`config.mk`:
```
export PLATFORM = sky130hd
export DESIGN_NAME = enable_sequencer
export DESIGN_NICKNAME = d
export VERILOG_FILES = /design/src/rtl/enable_sequencer.sv
export SDC_FILE = /design/constraint.sdc
export NUM_CORES = 1
export LEC_CHECK = 0
export BUFFER_PORTS_ARGS = -buffer_cell sky130_fd_sc_hd__buf_2
export CELL_PAD_IN_SITES_DETAIL_PLACEMENT = 1
export CELL_PAD_IN_SITES_GLOBAL_PLACEMENT = 1
export CORE_ASPECT_RATIO = 1.2
export CORE_MARGIN = 2
export CORE_UTILIZATION = 48
export CTS_CLUSTER_SIZE = 16
export DETAILED_ROUTE_END_ITERATION = 6
export PLACE_DENSITY_LB_ADDON = 0.1
export SLEW_MARGIN = 30
export SYNTH_ARGS = -nofsm -noshare
export SYNTH_HDL_FRONTEND = slang
export SYNTH_SLANG_ARGS = --single-unit
```
`constraint.sdc`:
```
create_clock -name clk -period 2.9 [get_ports clk]
set_input_delay 0.29 -clock clk [delete_from_list [all_inputs] [get_ports clk]]
set_output_delay 0.29 -clock clk [all_outputs]
set_load 0.01 [all_outputs]
```
`src/rtl/enable_sequencer.sv`:
```
// Ordered subsystem enable ramp with heartbeat watchdog,
// fault abort, reverse-order shutdown and holdoff re-ramp.
module enable_sequencer #(
   parameter int unsigned clockFreq    = 32'd80000000,
   parameter int unsigned STAGES       = 4,
   parameter int unsigned stageDelayMs = 10,
   parameter int unsigned wdtTimeoutMs = 500,
   parameter int unsigned holdoffMs    = 100,
   parameter bit          WDT_EN       = 1'b1
) (
   input  logic              clk,
   input  logic              rst,
   input  logic              kick,
   input  logic              fault,
   output logic [STAGES-1:0] en,
   output logic              ready,
   output logic              wdtTrip,
   output logic [7:0]        tripCount
);

   localparam int unsigned MS = clockFreq / 1000;
   localparam logic [31:0] DM1 = 32'(stageDelayMs * MS - 1);
   localparam logic [31:0] WM1 = 32'(wdtTimeoutMs * MS - 1);
   localparam logic [31:0] HM1 = 32'(holdoffMs * MS - 1);
   localparam logic [2:0]  LAST = 3'(STAGES - 1);
   localparam logic [STAGES-1:0] ONE = 1;

   typedef enum logic [2:0] {
      IDLE, UP, RUN, DOWN, HOLD
   } state_t;

   state_t      state;
   logic [31:0] cnt;
   logic [31:0] wdt;
   logic [2:0]  stg;
   logic        f1;
   logic        fs;
   logic        abort;
   logic        timeout;
   logic [7:0]  tc_inc;

   assign abort   = fs && (state == UP || state == RUN ||
                           state == DOWN);
   assign timeout = WDT_EN && !kick && (wdt == WM1);
   assign tc_inc  = (tripCount == 8'hFF) ? tripCount
                                         : tripCount + 8'd1;

   always_ff @(posedge clk or negedge rst) begin
      if (!rst) begin
         state     <= IDLE;
         en        <= '0;
         ready     <= 1'b0;
         wdtTrip   <= 1'b0;
         tripCount <= '0;
         cnt       <= '0;
         wdt       <= '0;
         stg       <= '0;
         f1        <= 1'b0;
         fs        <= 1'b0;
      end else begin
         f1      <= fault;
         fs      <= f1;
         wdtTrip <= 1'b0;
         // fault outranks a same-cycle watchdog timeout
         if (abort) begin
            en        <= '0;
            ready     <= 1'b0;
            tripCount <= tc_inc;
            cnt       <= '0;
            state     <= HOLD;
         end else begin
            unique case (state)
               IDLE: begin
                  cnt   <= '0;
                  stg   <= '0;
                  state <= UP;
               end
               UP: begin
                  if (cnt == DM1) begin
                     cnt <= '0;
                     en  <= en | (ONE << stg);
                     if (stg == LAST) begin
                        ready <= 1'b1;
                        wdt   <= '0;
                        state <= RUN;
                     end else begin
                        stg <= stg + 3'd1;
                     end
                  end else begin
                     cnt <= cnt + 32'd1;
                  end
               end
               RUN: begin
                  if (timeout) begin
                     wdtTrip   <= 1'b1;
                     tripCount <= tc_inc;
                     ready     <= 1'b0;
                     en        <= en & ~(ONE << LAST);
                     cnt       <= '0;
                     wdt       <= '0;
                     if (STAGES == 1) begin
                        state <= HOLD;
                     end else begin
                        stg   <= LAST - 3'd1;
                        state <= DOWN;
                     end
                  end else if (kick || !WDT_EN) begin
                     wdt <= '0;
                  end else begin
                     wdt <= wdt + 32'd1;
                  end
               end
               DOWN: begin
                  if (cnt == DM1) begin
                     cnt <= '0;
                     en  <= en & ~(ONE << stg);
                     if (stg == 3'd0) begin
                        state <= HOLD;
                     end else begin
                        stg <= stg - 3'd1;
                     end
                  end else begin
                     cnt <= cnt + 32'd1;
                  end
               end
               HOLD: begin
                  en <= '0;
                  if (fs) begin
                     cnt <= '0;
                  end else if (cnt == HM1) begin
                     cnt   <= '0;
                     stg   <= '0;
                     state <= UP;
                  end else begin
                     cnt <= cnt + 32'd1;
                  end
               end
               default: state <= IDLE;
            endcase
         end
      end
   end

endmodule

```
* Word-level counts from Yosys, hierarchy flattened
Cells that the tools add are included.
** Operators by class
- Divide/modulo/power cells :: 0
- Reduce and logical (&&, ||, !) cells :: 24
- Shift operators :: 1
- Bitwise logic cells :: 4
- Eq/ne operators :: 25
- Add/subtract/negate cells :: 5
- Mux-type cells :: 45
- Magnitude comparators :: 0
- Multiply operators :: 0
** Operators by type and width (count)
- $mux W32 :: 9
- $pmux W32 S4 :: 1
- $add A32 B1 Y32 const B :: 2
- $pmux W32 S2 :: 1
- $mux W3 :: 15
- $eq A32 B20 Y1 const B :: 1
- $eq A32 B23 Y1 const B :: 1
- $eq A32 B26 Y1 const B :: 1
- $mux W8 :: 4
- $pmux W3 S5 :: 2
- $mux W4 :: 4
- $pmux W4 S4 :: 1
- $reduce_and A4 Y1 :: 4
- $reduce_bool A5 Y1 :: 3
- $ne A2 B2 Y1 const B :: 6
- $ne A3 B2 Y1 const B :: 4
- $eq A3 B2 Y1 const B :: 3
- $ne A3 B3 Y1 const B :: 3
- $reduce_and A9 Y1 :: 1
- $add A8 B1 Y8 const B :: 1
- $eq A8 B8 Y1 const B :: 1
- $mux W1 :: 7
- $reduce_and A7 Y1 :: 1
- $logic_not A3 Y1 :: 2
- other kinds (19) :: 26
** Storage, ports and cells
- Bits in latches :: 0
- Bits in registers :: 86
- Word-level logic and storage cells :: 115
- Memory bits (read-only) :: 0
- Memories kept :: 0
- Memory bits (writable) :: 0
- Output and inout bits :: 14

* Depth between registers and ports, before layout
- Word-level depth :: 6
- Depth in mapped cells :: 9

* Worst setup path before layout
No wires, ideal clock.
- Path type :: register to register
- Start :: register cnt[0]
- End :: register state[1]
- Library setup time :: 125 ps
- Slack :: 679 ps
- Arrival time :: 2097 ps
- Buffers on the path :: 1
- Required time :: 2775 ps
- Cell stages (with the launch flop) :: 9
- Cell sequence :: dfrtp_1 -> ha_1 -> and4_1 -> nand2_1 -> nor4_1 -> buf_2 -> a21o_1 -> nor2b_1 -> mux2_2
** On the way
- Longest elaborated chain between the ends :: 3
- Elaborated cells on any way between the ends :: 6
- Those cells by class :: eq/ne (5); reduce/logical (1)
** RTL lines
- from (decl) :: line 33 : logic [31:0] cnt;
- from (signal assigned) :: line 90 : cnt <= cnt + 32'd1;
- from (signal assigned) :: line 123 : cnt <= cnt + 32'd1;
- from (signal assigned) :: line 135 : cnt <= cnt + 32'd1;
- $eq A32 B23 Y1 / $eq A32 B20 Y1 (equally long branches) :: line 130, 79, 114
- $ne A3 B3 Y1 (no source line) / $ne A3 B2 Y1 (equally long branches)
- $reduce_and A7 Y1 (no source line) (*)
- to (signal assigned) :: line 118 : state <= HOLD;
- to (signal assigned) :: line 133 : state <= UP;
- to (signal assigned) :: line 138 : default: state <= IDLE;
- to (decl) :: line 32 : state_t state;
Mark *: on every way between the ends. The rest lies on a longest branch, timed or not.
A chain may end at the register's enable or synchronous reset.

* Final worst setup path
- Start :: register cnt[29]
- End :: register cnt[2]
** On the way
- Longest elaborated chain between the ends :: 5
- Elaborated cells on any way between the ends :: 7
- Those cells by class :: eq/ne (2); mux (5)
** RTL lines
- $eq A32 B23 Y1 :: line 130 : end else if (cnt == HM1) begin
- $mux W32 :: line 130
- $mux W32 :: line 128 : if (fs) begin
- $pmux W32 S4 (*) :: line 72 : unique case (state)
- $mux W32 (*) :: line 65 : if (abort) begin
Marks and branches as above.

==> impl_metrics.tcl <==
set metrics [dict create \
    hpwl_mm 9.88 \
    finalPower_mw 4.02 \
    synthArstFlopShare_pct 100 \
    hold_violations 0 \
    grt_use_total_pct 27.5 \
    status "finished clean" \
    fin_crit_sh_pct 92.5 \
    final_common_cell "dfrtp_1" \
    htree_levels 3 \
    via_count 4654 \
    yosysSeqAreaShare_pct 44.1 \
    clk_latency_ns 0.34 \
    final_cell_mix "dfrtp_1 (86), o21ai_0 (65), nand2_1 (53)" \
    cts.sinks 86 \
    cap_violations 0 \
    io_pins 18 \
    die-area_mm2 0.0110 \
    ys_ff_latch 86 \
    drive_above_1_share_pct 11.4 \
    yosys_warnings 0 \
    grt_max_degree 54 \
    grt_pass1_wl_mm 23.6 \
    syn-num-nets 577 \
    num-fill-cells 1173 \
    crit_type "register to register" \
    portBuffers 17 \
    yosysUniqueCellTypes 52 \
    synth_area_mm2 0.00488 \
    ir_drop_uv 379 \
    syn_area_per_cell_um2 8.57 \
    slew_headroom_pct 34.7 \
    cts-hold-fix-buffers 0 \
    worst-path-max-fanout 13 \
    start_util_pct 49.0 \
    post-cts-setup-buffer-count 0 \
    die_h_um 114 \
    finalWirelength_mm 14.0 \
    synth_flop_cell "dfrtp_1" \
    cp_data_arrival_time_ns 2.92 \
    core-area_mm2 0.00996 \
    final_antenna_net_count 0 \
    crit_family "compound AO/OA/AOI/OAI gates" \
    p_per_area_mw_per_mm2 727 \
    worst_slew_pin_slew_ns 0.971 \
    worstPathRequired_ns 3.14 \
    hold_ws_ns 0.00542 \
    diodes 0 \
    final_nets 599 \
    period_needed_ns 2.68 \
    p_leak_nw 2.36 \
    end_kind "register" \
    fp.dieW_um 96.0 \
    grt_antenna_before_repair 0 \
    rows 40 \
    overflow 0 \
    hold_path.class "input port to asynchronous set/reset pin" \
    first_global_vias 4876 \
    cp_cell_sequence "nor4_1, nand4_1, o31ai_1, o22a_1, buf_4, o21ai_0, a21o_1" \
    ctsResizeCount 0 \
    routedWlPerCell_um 19.4 \
    startpoint_type "register" \
    cts_root_buf "clkbuf_16" \
    synth_edf_count 0 \
    cts_buffer_depth 2 \
    area_growth_pct 13.4 \
    critPathBufInv 1 \
    multiInputGateArea_mm2 0.00257 \
    cp_slowest_stage_delay_ns 0.59 \
    setup_viol 0 \
    remaining_drc_errors 0 \
    seq_area_mm2 0.00215 \
    skew_ns 0.00715 \
    fmaxAchievable_mhz 373 \
    slew_viol_final 0 \
    cts_tree "done" \
    drt_pre_antenna_iters 4 \
    viasPerCell 6.45 \
    rsz0062_at_grt "false" \
    cts-buffers-inserted 9 \
    gp_congestion 0.863 \
    finish.utilization_pct 55.5 \
    clkSlewWorstSetupHoldPaths_ns 0.06 \
    cp_slowest_cell "o31ai_1" \
    drt_iter0_markers 187 \
    finalSetupTns_ns 0 \
    syn_inst 569 \
]
## layer usage
layer / vias up / track usage, % / wire, um
met4: 0 / 13.1 / 382
met3: 30 / 4.74 / 357
li1: 2174 / - / -
met2: 82 / 47.6 / 7430
met1: 2368 / 32.5 / 5830
met5: - / 0 / 0
## cell usage after synthesis, drive strengths merged, types with 7 or more instances
library cell | n | area, um2
a21oi | 43 | 215
a31oi | 22 | 138
and3 | 12 | 75.1
buf | 12 | 60.1
clkbuf | 16 | 60.1
dfrtp | 86 | 2150
inv | 17 | 63.8
nand2 | 53 | 199
nand3 | 41 | 210
nand4 | 12 | 81.3
nor2 | 35 | 131
nor3 | 14 | 70.1
nor4 | 12 | 75.1
o21ai | 67 | 335
o31ai | 27 | 203
or3 | 13 | 81.3
xor2 | 7 | 61.3
## worst register-to-register path: cells and delay by family, from the launching register on
kind,cells,cell delay [ns]
AO/OA/AOI/OAI,4,1.28
buffers and inverters,1,0.25
flip-flops,1,0.43
AND/OR/NAND/NOR,2,0.61
## kinds of logic after synthesis
group,after synthesis,synth area share (%)
AND/OR/NAND/NOR,230,24.7
AO/OA/AOI/OAI,190,23.5
flip-flops,86,44.1
buffers and inverters,45,3.77
XOR/XNOR,8,1.44
multiplexers,5,1.10
adder cells (fa/ha/maj),5,1.39
## path summary, 6_finish.rpt
check                         from  endpoint  slack [ns]  cells after the start
min in group clk             fault        f1        0.06                      1
max in group asynchronous      rst   wdt[31]        2.16                      2
min                            rst   wdt[25]       0.005                      1
max                        cnt[29]    cnt[2]        0.22                      7
min reg2reg                     f1        fs        0.35                      0
max reg2reg                cnt[29]    cnt[2]        0.22                      7
## flip-flops by register name (all words and copies together) (netlist names)
name / flops
en: 4
stg: 3
wdtTrip: 1
ready: 1
tripCount: 8
fs: 1
state: 3
wdt: 32
f1: 1
cnt: 32
## through the flow
| step | setup WS (ns) | instance area (um2) | instances |
|---|---|---|---|
| global route | 0.0512 | 5530 | 722 |
| floorplan | 0.679 | 4880 | 569 |
| finish | 0.219 | 5530 | 722 |
| global placement | 0.405 | 5200 | 706 |
| detailed placement | 0.270 | 5200 | 706 |
| CTS | 0.274 | 5530 | 722 |
## power by group
group	total, mW	switching (mW)	internal [mW]	leakage [nW]
sequential	1.58	0.226	1.36	1.17
clock	1.29	0.487	0.802	0.162
combinational	1.15	0.713	0.436	1.02
total	4.02	1.43	2.60	2.36
## cell type report
class                      instances  share of cell area (%)
tap                              126                    2.85
sequential                        86                    38.9
timing repair buffer              39                    4.57
multi-input combinational        438                    46.5
clock buffer                      11                    4.57
inverter                          17                    1.15
clock inverter                     5                    1.47
Note: power is estimated with default switching activity, not from simulation.
